**config.mk**
```make
export PLATFORM = sky130hd
export DESIGN_NAME = adsr_envelope
export DESIGN_NICKNAME = d
export VERILOG_FILES = /design/src/rtl/adsr_envelope.sv
export SDC_FILE = /design/constraint.sdc
export NUM_CORES = 1
export LEC_CHECK = 0
export ABC_AREA = 1
export CORE_MARGIN = 1.5
export CORE_UTILIZATION = 30
export CTS_CLUSTER_SIZE = 10
export DETAILED_ROUTE_END_ITERATION = 8
export PLACE_DENSITY = 0.55
export SETUP_SLACK_MARGIN = 0.4
export SLEW_MARGIN = 10
export SYNTH_ARGS = -nofsm -noshare
export SYNTH_HDL_FRONTEND = slang
export SYNTH_SLANG_ARGS = --single-unit
```
**constraint.sdc**
```tcl
create_clock -name clk_48kHz -period 13.06 [get_ports clk_48kHz]
set_input_delay 2.612 -clock clk_48kHz [delete_from_list [all_inputs] [get_ports clk_48kHz]]
set_output_delay 2.612 -clock clk_48kHz [all_outputs]
set_load 0.01 [all_outputs]
```
**src/rtl/adsr_envelope.sv**
```systemverilog
// -----------------------------------------------------------------------------
// adsr_envelope
//
// Per-note attack/decay/sustain/release amplitude envelope. It multiplies the
// signed oscillator sample by the current envelope level and produces one
// shaped sample per 48 kHz clock.
//
// Ports
//   clk_48kHz        sample clock; all state updates on the rising edge
//   rst_n            asynchronous, active-low reset
//   gate_i           note on (1) / off (0); edges are detected internally
//   sample_i         signed DATA_W-bit oscillator sample
//   attack_step_i    per-cycle envelope increment in ATTACK (0 = instant)
//   decay_step_i     per-cycle envelope decrement in DECAY (0 = instant)
//   sustain_level_i  envelope level held in SUSTAIN
//   release_step_i   per-cycle envelope decrement in RELEASE (0 = instant)
//   sample_o         registered enveloped sample (1-cycle latency)
//   env_o            current envelope level (register)
//   state_o          FSM state: IDLE=0 ATTACK=1 DECAY=2 SUSTAIN=3 RELEASE=4
//   active_o         1 whenever the FSM is not IDLE (register)
// -----------------------------------------------------------------------------
module adsr_envelope #(
    parameter int DATA_W = 24,
    parameter int ENV_W  = 16
) (
    input  logic                     clk_48kHz,
    input  logic                     rst_n,
    input  logic                     gate_i,
    input  logic signed [DATA_W-1:0] sample_i,
    input  logic        [ENV_W-1:0]  attack_step_i,
    input  logic        [ENV_W-1:0]  decay_step_i,
    input  logic        [ENV_W-1:0]  sustain_level_i,
    input  logic        [ENV_W-1:0]  release_step_i,
    output logic signed [DATA_W-1:0] sample_o,
    output logic        [ENV_W-1:0]  env_o,
    output logic        [2:0]        state_o,
    output logic                     active_o
);

    typedef enum logic [2:0] {
        IDLE    = 3'd0,
        ATTACK  = 3'd1,
        DECAY   = 3'd2,
        SUSTAIN = 3'd3,
        RELEASE = 3'd4
    } state_t;

    localparam logic [ENV_W-1:0] ENV_MAX = '1;
    localparam int               PROD_W  = DATA_W + ENV_W + 1;

    state_t             state_q;
    state_t             state_n;
    logic [ENV_W-1:0]   env_q;
    logic [ENV_W-1:0]   env_n;
    logic               gate_q;
    logic               active_q;

    logic               rise;
    logic               fall;
    logic [ENV_W:0]     attack_sum;
    logic signed [ENV_W:0] decay_diff;

    logic signed [PROD_W-1:0] samp_ext;
    logic signed [PROD_W-1:0] env_ext;
    logic signed [PROD_W-1:0] prod;
    logic                     unused_prod_bits;

    assign rise = gate_i & ~gate_q;
    assign fall = ~gate_i & gate_q;

    // 17-bit sum so the attack overshoot past full scale is visible.
    assign attack_sum = {1'b0, env_q} + {1'b0, attack_step_i};

    // Signed 17-bit difference: a step larger than the level goes negative
    // instead of wrapping, so the sustain compare stays correct.
    assign decay_diff = $signed({1'b0, env_q}) - $signed({1'b0, decay_step_i});

    // Envelope is an unsigned gain below 1.0; zero-extend it to a positive
    // signed operand and multiply at full width so nothing is lost before
    // the shift.
    assign samp_ext = {{(ENV_W + 1){sample_i[DATA_W-1]}}, sample_i};
    assign env_ext  = {{(DATA_W + 1){1'b0}}, env_q};
    assign prod     = samp_ext * env_ext;

    // Discarded fraction bits and the always-redundant sign bit of the product.
    assign unused_prod_bits = ^{prod[ENV_W-1:0], prod[PROD_W-1]};

    // Next-state / next-envelope. Gate edges take priority over the
    // per-state action: rise first, then fall, then the normal step.
    always_comb begin
        state_n = state_q;
        env_n   = env_q;
        if (rise) begin
            // Retrigger from the current level so there is no click.
            state_n = ATTACK;
        end else if (fall && (state_q == ATTACK || state_q == DECAY ||
                              state_q == SUSTAIN)) begin
            state_n = RELEASE;
        end else begin
            case (state_q)
                IDLE: begin
                    env_n = '0;
                end
                ATTACK: begin
                    if (attack_step_i == '0 || attack_sum >= {1'b0, ENV_MAX}) begin
                        env_n   = ENV_MAX;
                        state_n = DECAY;
                    end else begin
                        env_n = attack_sum[ENV_W-1:0];
                    end
                end
                DECAY: begin
                    if (decay_step_i == '0 ||
                        decay_diff <= $signed({1'b0, sustain_level_i})) begin
                        env_n   = sustain_level_i;
                        state_n = SUSTAIN;
                    end else begin
                        env_n = decay_diff[ENV_W-1:0];
                    end
                end
                SUSTAIN: begin
                    // Track live sustain changes one cycle later.
                    env_n = sustain_level_i;
                end
                RELEASE: begin
                    if (release_step_i == '0 || env_q <= release_step_i) begin
                        env_n   = '0;
                        state_n = IDLE;
                    end else begin
                        env_n = env_q - release_step_i;
                    end
                end
                default: begin
                    env_n   = '0;
                    state_n = IDLE;
                end
            endcase
        end
    end

    always_ff @(posedge clk_48kHz or negedge rst_n) begin
        if (!rst_n) begin
            state_q  <= IDLE;
            env_q    <= '0;
            gate_q   <= 1'b0;
            active_q <= 1'b0;
            sample_o <= '0;
        end else begin
            gate_q   <= gate_i;
            state_q  <= state_n;
            env_q    <= env_n;
            active_q <= (state_n != IDLE);
            // Arithmetic shift right by ENV_W (rounds toward -inf); the
            // result always fits in DATA_W because env < 2^ENV_W.
            sample_o <= prod[ENV_W +: DATA_W];
        end
    end

    assign env_o    = env_q;
    assign state_o  = state_q;
    assign active_o = active_q;

endmodule

```
# Word-level counts from Yosys, hierarchy flattened
# Cells that the tools add are included.
word_totals:
  ff_bits: 45
  latchBits: 0
  mem_bits_rw: 0
  mem_bits_ro: 0
  input_bits: 91
  out_inout_bits: 44
  wordCells: 45
  n_memories: 0
op_classes:
  add_sub_neg: 3
  mul: 1
  div_mod_pow: 0
  n_lt_le_gt_ge: 3
  eq_ne: 4
  shift: 0
  muxes: 10
  n_bitwise: 6
  reduce_logical: 13
ops:
  columns: ["cell", "count"]
  rows:
  - ["16-bit one-hot mux with 4 select lines", 1]
  - ["16-bit zero test", 3]
  - ["16-bit 2-to-1 mux", 3]
  - ["24-bit by 17-bit multiplier with 40-bit output", 1]
  - ["16-bit by 16-bit adder with 17-bit output", 1]
  - ["17-bit by 16-bit greater-or-equal comparator with 1-bit output, second input constant", 1]
  - ["17-bit less-or-equal comparator", 1]
  - ["16-bit by 16-bit subtractor with 17-bit output", 1]
  - ["16-bit less-or-equal comparator", 1]
  - ["16-bit subtractor", 1]
  - ["3-bit 2-to-1 mux", 5]
  - ["3-bit one-hot mux with 4 select lines", 1]
  - ["3-bit by 2-bit equality test with 1-bit output, second input constant", 2]
  - ["1-bit logical OR", 5]
  - ["1-bit inverter", 4]
  - ["3-bit by 1-bit equality test with 1-bit output, second input constant", 1]
  - ["3-bit equality test, second input constant", 1]
  - ["3-bit zero test", 1]
  - ["3-bit nonzero test", 1]
  - ["1-bit bitwise AND", 2]
  - ["2-bit AND reduction", 1]
  - ["2-bit OR reduction", 1]
  - ["1-bit logical AND", 1]

# Longest topological paths before layout
# Gate-level depths: netlist of run 1.
logic_depth:
  depth_word: 8
  mapped_depth: 30
  depth_no_buf: 28

# Worst setup path after synthesis of run 1
# No wires, ideal clock.
synth_path:
  path_kind: "input -> register"
  startpoint: "input sample_i[23]"
  endpoint: "register sample_o[23]"
  arrival_ps: 7779
  setup_slack_ps: 5202
  cell_stages: 24
  path_cell_list: "clkbuf_1 clkbuf_1 nand2_1 inv_1 fa_1 inv_1 fa_1 inv_1 fa_1 inv_1 fa_1 inv_1 fa_1 fa_1 ha_1 nand2_1 nor2_1 nand2_1 nor2_1 nand4_1 nand3_1 nand2_1 nand2_1 xor2_1"
synth_between:
  elab_chain_len: 1
synth_rtl:
  columns: ["element", "line_no", "rtl"]
  rows:
  - ["start, declared", "29", "input logic signed [DATA_W-1:0] sample_i,"]
  - ["24-bit by 17-bit multiplier with 40-bit output", "83", "assign prod = samp_ext * env_ext;"]
  - ["named net prod[39]", "65", "logic signed [PROD_W-1:0] prod;"]
  - ["end signal, assigned", "155", "sample_o <= prod[ENV_W +: DATA_W];"]
  - ["end, declared", "34", "output logic signed [DATA_W-1:0] sample_o,"]
# The timed path passes the listed nets, and every way through them passes these cells.
# A chain may end at the register's enable or synchronous reset.

# Worst setup path after layout of run 1
# Ends and elaborated chain as after synthesis.

==> summary by stage, run 1 <==
Clock tree
The H-tree was split into 2 levels. The later pin in the worst-skew pair is clocked with a latency of 320 ps. The number of gates resized after CTS was 0. The count of hold-fix buffers inserted at cts is 0.

The number of clock buffers added by TritonCTS is 5. The TritonCTS clock tree is done. The clock root buffer master is clkbuf_16. The number of buffers on the longest clock path is 2.

The clock edge transition at the registers on the reported setup and hold paths is 70 ps. The post-CTS setup repair buffer count is 0. The clock sink total is 45.

Setup path
The cell type group with the largest total delay on the critical path is adder cells. At the worst endpoint, the required time is 13300 ps. On the worst path, the slowest cell contributes a delay of roughly 750 ps. The worst setup path is captured at a flip-flop.

Together, buffers and inverters on the worst path number 6. The cell type with the highest occurrence count on the critical path is fa_1. Data on the critical path arrives at its endpoint at 9150 ps.

Walking the worst path, the cells encountered are clkdlybuf4s50_1 > nand2_1 > inv_1 > fa_1 > inv_1 > fa_1 > inv_1 > fa_1 > inv_1 > fa_1 > inv_1 > fa_1 > fa_1 > ha_1 > nand2_1 > nor2_1 > nand2_1 > nor2_1 > nand4_1 > nand3_1 > nand2_1 > nand2_1 > xor2_1. The category of the worst setup path launch point is an input pin. The slowest stage of the critical path is the clkdlybuf4s50_1 cell. The largest fanout of any net on the critical path is 16.

The worst setup path category is in2reg.

Synth
The primary flip-flop cell chosen by synthesis mapping is dfrtp_1. After synthesis, the cell types taking the most area are fa_1 (39%), nand2_1 (15%), inv_1 (14%). After technology mapping, the gate count stands at ~2600. The post-synthesis cell type count is 45. Of the synthesized area, sequential elements account for 0.05830. The per-instance average area after synthesis is 7.291 µm². The number of nets handed over by synthesis was 3273.

In this run the cell area of the synthesized design comes to 19310 µm². Yosys printed 0 warnings. The post-synthesis sequential element count is 45.

Counting flops with an async set or reset pin after synthesis yields a share of 1.000. The count of flip-flops with a built-in enable after synthesis is 0. The largest area contributor in the synthesized netlist is fa_1.

The top cell type's share of synthesized area is 0.3866.

Layout
Summing all multi-input logic gate instances after layout gives 14990 µm². The area growth from synthesis to final layout is 12.07%. The sequential cells in the finished layout cover a total of about 1100 µm². 0 antenna diodes ended up in the layout. The layout cell share with drive strength beyond 1 is 0.02215. The most common cell after layout, fill and taps aside is nand2_1. The top cell types in the final layout, fill and taps aside, are nand2_1 (747), inv_1 (738), fa_1 (373), ha_1 (160), clkdlybuf4s50_1 (133). The number of filler instances in the final layout is 6756. At the end of the flow, the number of nets in the layout was 3332.

STA
Timing would allow up to 112.2 MHz. The clock skew after layout is 5.128 ps. Of the available clock period, the critical path in the final layout requires 0.6823. The final count of pins violating max slew is 0.

The post-route setup TNS is 0 ps. The clock period minus final worst setup slack is between 8000 and 9000 ps. The total of endpoints with negative setup slack in the final report is 0. The final count of hold timing violations came to 0. The normalized max-slew margin is 0.2316. Setup repair after global routing left no endpoint under its margin. For the pin with the worst max-slew slack, the measured transition is 1144 ps.

Routing
The remaining antenna violation count after routing is 0. The routed length per instance is 16.50 µm. Summed over all layers, the routed wires come to 58670 µm. The first-pass iteration count of the detailed router is 5.

Across all layers, the routed design uses between 15000 and 20000 vias. The mean number of vias per cell is 4.556. The number of remaining DRC errors is 0. The number of DRC markers after the initial detailed-route iteration is between 900 and 1000.

Placed design
The final weighted congestion of routability-driven global placement is 0.8857. The detailed placement HPWL is 46790 µm. The number of buffer cells added on primary ports is 134.

Floorplan
The starting utilization of the core area is 0.3051. The number of placement rows is 92. The area of the placeable core is about 63000 µm².

During I/O placement, the number of pins put on the boundary was 135. The overall die area is about 66000 µm². The chip height is roughly 260 µm. From left edge to right edge, the die measures 256.7 µm.

Global routing
The overall fraction of global-route tracks in use is 0.1875. The first-pass GRT wire length is slightly below 100000 µm. Entering global routing, the biggest net connects 46 pins. The overflow left after global routing is 0.

The number of global-route vias before repair is 17280. The initial antenna violation count was 2.

Min path
The worst min-delay path category is reg2reg.

Flow run
The max capacitance violation total is 0.

Run status
The flow ran to the end, and the final reports show no timing, DRC or antenna violations.
state kept, by name, summed over array words and instances (netlist names):
register / count
env_o: 16
sample_o: 24
gate_q: 1
state_o: 3
active_o: 1
worst paths after layout:
path | startpoint | endpoint | slack [ps] | cells after the start
worst max-delay path | sample_i[23] | sample_o[23]$_DFF_PN0_ | 4150 | 23
worst max register to register | env_o[2]$_DFFE_PN0P_ | sample_o[23]$_DFF_PN0_ | 6460 | 23
min in group asynchronous | rst_n | sample_o[0]$_DFF_PN0_ | 2400 | 2
worst min register to register | gate_q$_DFF_PN0_ | state_o[2]$_DFF_PN0_ | 550 | 2
worst min-delay path | gate_q$_DFF_PN0_ | state_o[2]$_DFF_PN0_ | 550 | 2
max in group asynchronous | rst_n | env_o[12]$_DFFE_PN0P_ | 10080 | 2
layer usage:
metal	track usage	vias up	wire length [µm]
met4	0.03203	4	867
li1	-	7790	-
met2	0.3044	418	27010
met3	0.03410	58	3837
met1	0.2625	7927	26930
met5	0	-	25
kinds of logic after synthesis:
family          after synthesis  share of synthesized area
fa+ha+maj                   533                     0.4903
compound gates              170                    0.04988
buf+inv                     848                     0.1664
flops                        45                    0.05830
xor+xnor                     59                    0.02675
simple gates                994                     0.2085
worst min-delay path, delay by kind of cell (launching register included):
family,cells,cell delay [ps]
AOI/OAI and AO/OA,1,110
DFF,1,340
and+or+nand+nor,1,60
area by class of cell:
class	count	share of cell area
clock buffer	6	0.006416
clock inverter	2	0.001734
inverter	743	0.1288
multi-input combinational	1756	0.6923
sequential	45	0.05214
tap	846	0.04890
timing repair buffer	157	0.06971
cells in the mapped netlist, types with 4 or more instances:
| master | instances |
|---|---|
| a21oi_1 | 87 |
| nor2_1 | 93 |
| clkbuf_1 | 98 |
| nand2_1 | 747 |
| o21bai_1 | 7 |
| a21o_1 | 10 |
| inv_1 | 738 |
| dfrtp_1 | 45 |
| a31oi_1 | 11 |
| fa_1 | 373 |
| nand3_1 | 72 |
| nand3b_1 | 7 |
| nor3_1 | 18 |
| inv_2 | 4 |
| o21ai_0 | 35 |
| nor4_1 | 12 |
| nand4_1 | 27 |
| nand2_2 | 7 |
| xnor2_1 | 19 |
| xor2_1 | 40 |
| ha_1 | 160 |
per-stage QoR:
| step | utilization | cells | setup slack, ps | hold WS (ps) | area, µm² |
|---|---|---|---|---|---|
| final | 0.3419 | 3555 | 4149 | 553.9 | 21650 |
| after global routing | 0.3419 | 3555 | 3701 | 623.2 | 21650 |
| after CTS | 0.3419 | 3555 | 4080 | 555.0 | 21650 |
| after detailed placement | 0.3391 | 3547 | 3780 | 538.7 | 21470 |
| after global placement | 0.3391 | 3547 | 3755 | 521.3 | 21470 |
| after floorplan | - | 2649 | 5202 | 504.8 | 19310 |
Power of run 1 is left out: the tool's default activity adds up to more than one toggle a clock period on the data nets, which glitch-free logic cannot reach.
==> run 2: changes to the inputs <==
- clock period: 13.06 -> 9 ns (I/O delays scaled with it)
==> run 2 against run 1 <==
  * Critical path depth did not move
  * First-iteration DRC count is 7.7% lower
  * Global-route usage fell by 0.17 points
  * Non-clock buffer count is 6 higher
  * Worst hold slack better by 23 ps
  * Register-to-register slack got worse by 4000 ps
  * Critical endpoint unchanged
==> summary by stage, run 2 (synthesis results as in run 1) <==
Setup path
At the worst endpoint, the required time is 9240 ps. The category of the worst setup path capture point is a flip-flop. Walking the worst path, the cells encountered are clkdlybuf4s50_1 > nand2_1 > inv_1 > fa_1 > inv_1 > fa_1 > inv_1 > fa_1 > inv_1 > fa_1 > inv_1 > fa_1 > fa_1 > ha_1 > nand2_1 > nor2_1 > nand2_1 > nor2_1 > nand4_1 > nand3_1 > nand2_1 > nand2_1 > xor2_1. Of all nets on the critical path, the largest fanout is 16. STA classifies the critical path startpoint as an input pin. The largest stage delay on the critical path is 750 ps. By startpoint and endpoint, the worst setup path is classified as in2reg. The master of the slowest instance on the critical path is fa_1.

The cell that appears most often on the critical path is fa_1. Data on the critical path arrives at its endpoint at 8170 ps.

Layout
The repair_antennas step left the layout with diodes totalling 0. Ranked by flip-flop count, first place goes to sample_o. Relative to the synthesized area, the layout overhead comes to 12.30%. The layout cell share with drive strength beyond 1 is 0.02357. With fillers left out, the area of the finished cells amounts to 21690 µm². The net count of the finished layout is between 3000 and 4000. In the layout the commonest cells are nand2_1 (747), inv_1 (738), fa_1 (373), ha_1 (160), clkdlybuf4s50_1 (133). The most common cell after layout, fill and taps aside is nand2_1.

Measured on the finished design, the core utilization comes to 0.3426. The number of flip-flops under the largest register name is 24.

STA
The final count of hold timing violations was 0. Setup violations remaining at the end of the flow were counted as 0. Measured against its own limit, the worst slew margin works out to 0.2317. For this run, the top clock speed supported by timing is ~130 MHz. Hold is met by 577.2 ps.

The clock period minus final worst setup slack is between 7000 and 8000 ps. Of the available clock period, the critical path in the final layout requires 0.8803. The clock skew after layout is 8.151 ps. The measured slew at the worst slew-check pin is 1144 ps. Setup repair after global routing left no endpoint under its margin. Adding up every negative setup slack in the final design gives 0 ps. The final count of pins violating max slew is 0.

Floorplan
During I/O placement, the number of pins put on the boundary was roughly 140. The number of placement rows is 92. The overall die area is 65910 µm². The area of the placeable core is 63310 µm². The chip width is between 200 and 300 µm.

The chip height is 256.7 µm. The starting utilization of the core area is 0.3051.

Clock tree
The number of resized instances in the post-cts repair step is 0. The count of hold-fix buffers inserted at cts is 0. The H-tree generated during clock tree synthesis spans 2 levels. The post-CTS setup repair buffer count is 0. TritonCTS built the clock tree. The clock sink total is 45. The number of buffers on the longest clock path is 2. The clock root buffer master is clkbuf_16. The clock latency reported for the late side of the worst-skew pair is between 300 and 400 ps. The number of clock buffers added by TritonCTS is 5. After clock tree synthesis, the clock-pin slew on the worst setup and hold paths is roughly 70 ps.

Placed design
After detailed placement, the total cell area comes to 21510 µm². The congestion estimate from routability-driven global placement came to between 0.9 and 1. Summed over all nets, the half-perimeter wirelength after detailed placement is roughly 48000 µm. The number of buffer cells added on primary ports is 134.

Global routing
The initial antenna violation count is 4. The maximum number of pins on one net before global-route repair is 46. The overall fraction of global-route tracks in use is 0.1858.

The first-pass GRT wire length is 95760 µm. The overflow left after global routing is 0. The number of global-route vias before repair was 17290.

Routing
The remaining antenna violation count after routing is 0. After detailed routing, the average wire length per cell comes to 16.43 µm. The first-pass iteration count of the detailed router is 6. The met3 wire length is approximately 3700 µm. The wire length reported by the detailed router is 58520 µm. In the routed layout, each cell is associated on average with a via count of 4.539. After detailed routing, the number of remaining DRC violations is 0. In this run the top signal layer used is met5. Across all layers, the routed design uses roughly 16000 vias. The amount of wire on met2 after detailed routing is 27750 µm.

The met1 routed wirelength after detailed routing is between 20000 and 30000 µm. The number of DRC markers after the initial detailed-route iteration is ~890.

Min path
In this run the worst hold path is classified as reg2reg.

Flow run
Max-cap violations in this run came to 0.

Run status
The run finished with clean final reports.
-- run 2: cell type report --
cell class / instances / area (µm²)
fillers: 6881 / 41620
multi-input cells: 1756 / 14990
inverters: 743 / 2789
repair buffers: 163 / 1554
flip-flops and latches: 45 / 1126
well taps: 846 / 1059
clock buffers: 6 / 138.9
clock inverters: 2 / 37.54
-- run 2: routing by layer --
layer	global-route usage	vias up
met3	0.03578	65
met2	0.3143	402
li1	-	7803
met5	0	-
met4	0.03611	6
met1	0.2468	7887
-- run 2: worst paths after layout --
| kind | startpoint | end | slack, ps | cells past startpoint |
|---|---|---|---|---|
| min in group asynchronous | rst_n | sample_o[2]$_DFF_PN0_ | 1610 | 2 |
| max in group asynchronous | rst_n | env_o[15]$_DFFE_PN0P_ | 6890 | 2 |
| max reg2reg | env_o[6]$_DFFE_PN0P_ | sample_o[16]$_DFF_PN0_ | 2460 | 24 |
| min reg2reg | gate_q$_DFF_PN0_ | state_o[2]$_DFF_PN0_ | 580 | 2 |
| max | sample_i[23] | sample_o[23]$_DFF_PN0_ | 1080 | 23 |
| min | gate_q$_DFF_PN0_ | state_o[2]$_DFF_PN0_ | 580 | 2 |
-- run 2: critical path: cells and delay by family --
| family | cells | cell delay [ps] |
|---|---|---|
| adders and majority gates | 7 | 3780 |
| buffers and inverters | 6 | 1270 |
| and+or+nand+nor | 9 | 1170 |
| xor gates and xnor gates | 1 | 150 |
-- run 2: metrics by stage --
| step | instances | setup WS, ps |
|---|---|---|
| 2_1_floorplan | 2649 | 1954 |
| 3_3_place_gp | 3553 | 780.1 |
| 3_5_place_dp | 3553 | 767.1 |
| 4_1_cts | 3561 | 1052 |
| 5_1_grt | 3561 | 642.1 |
| 6_report | 3561 | 1078 |
Power of run 2 is left out for the same reason.
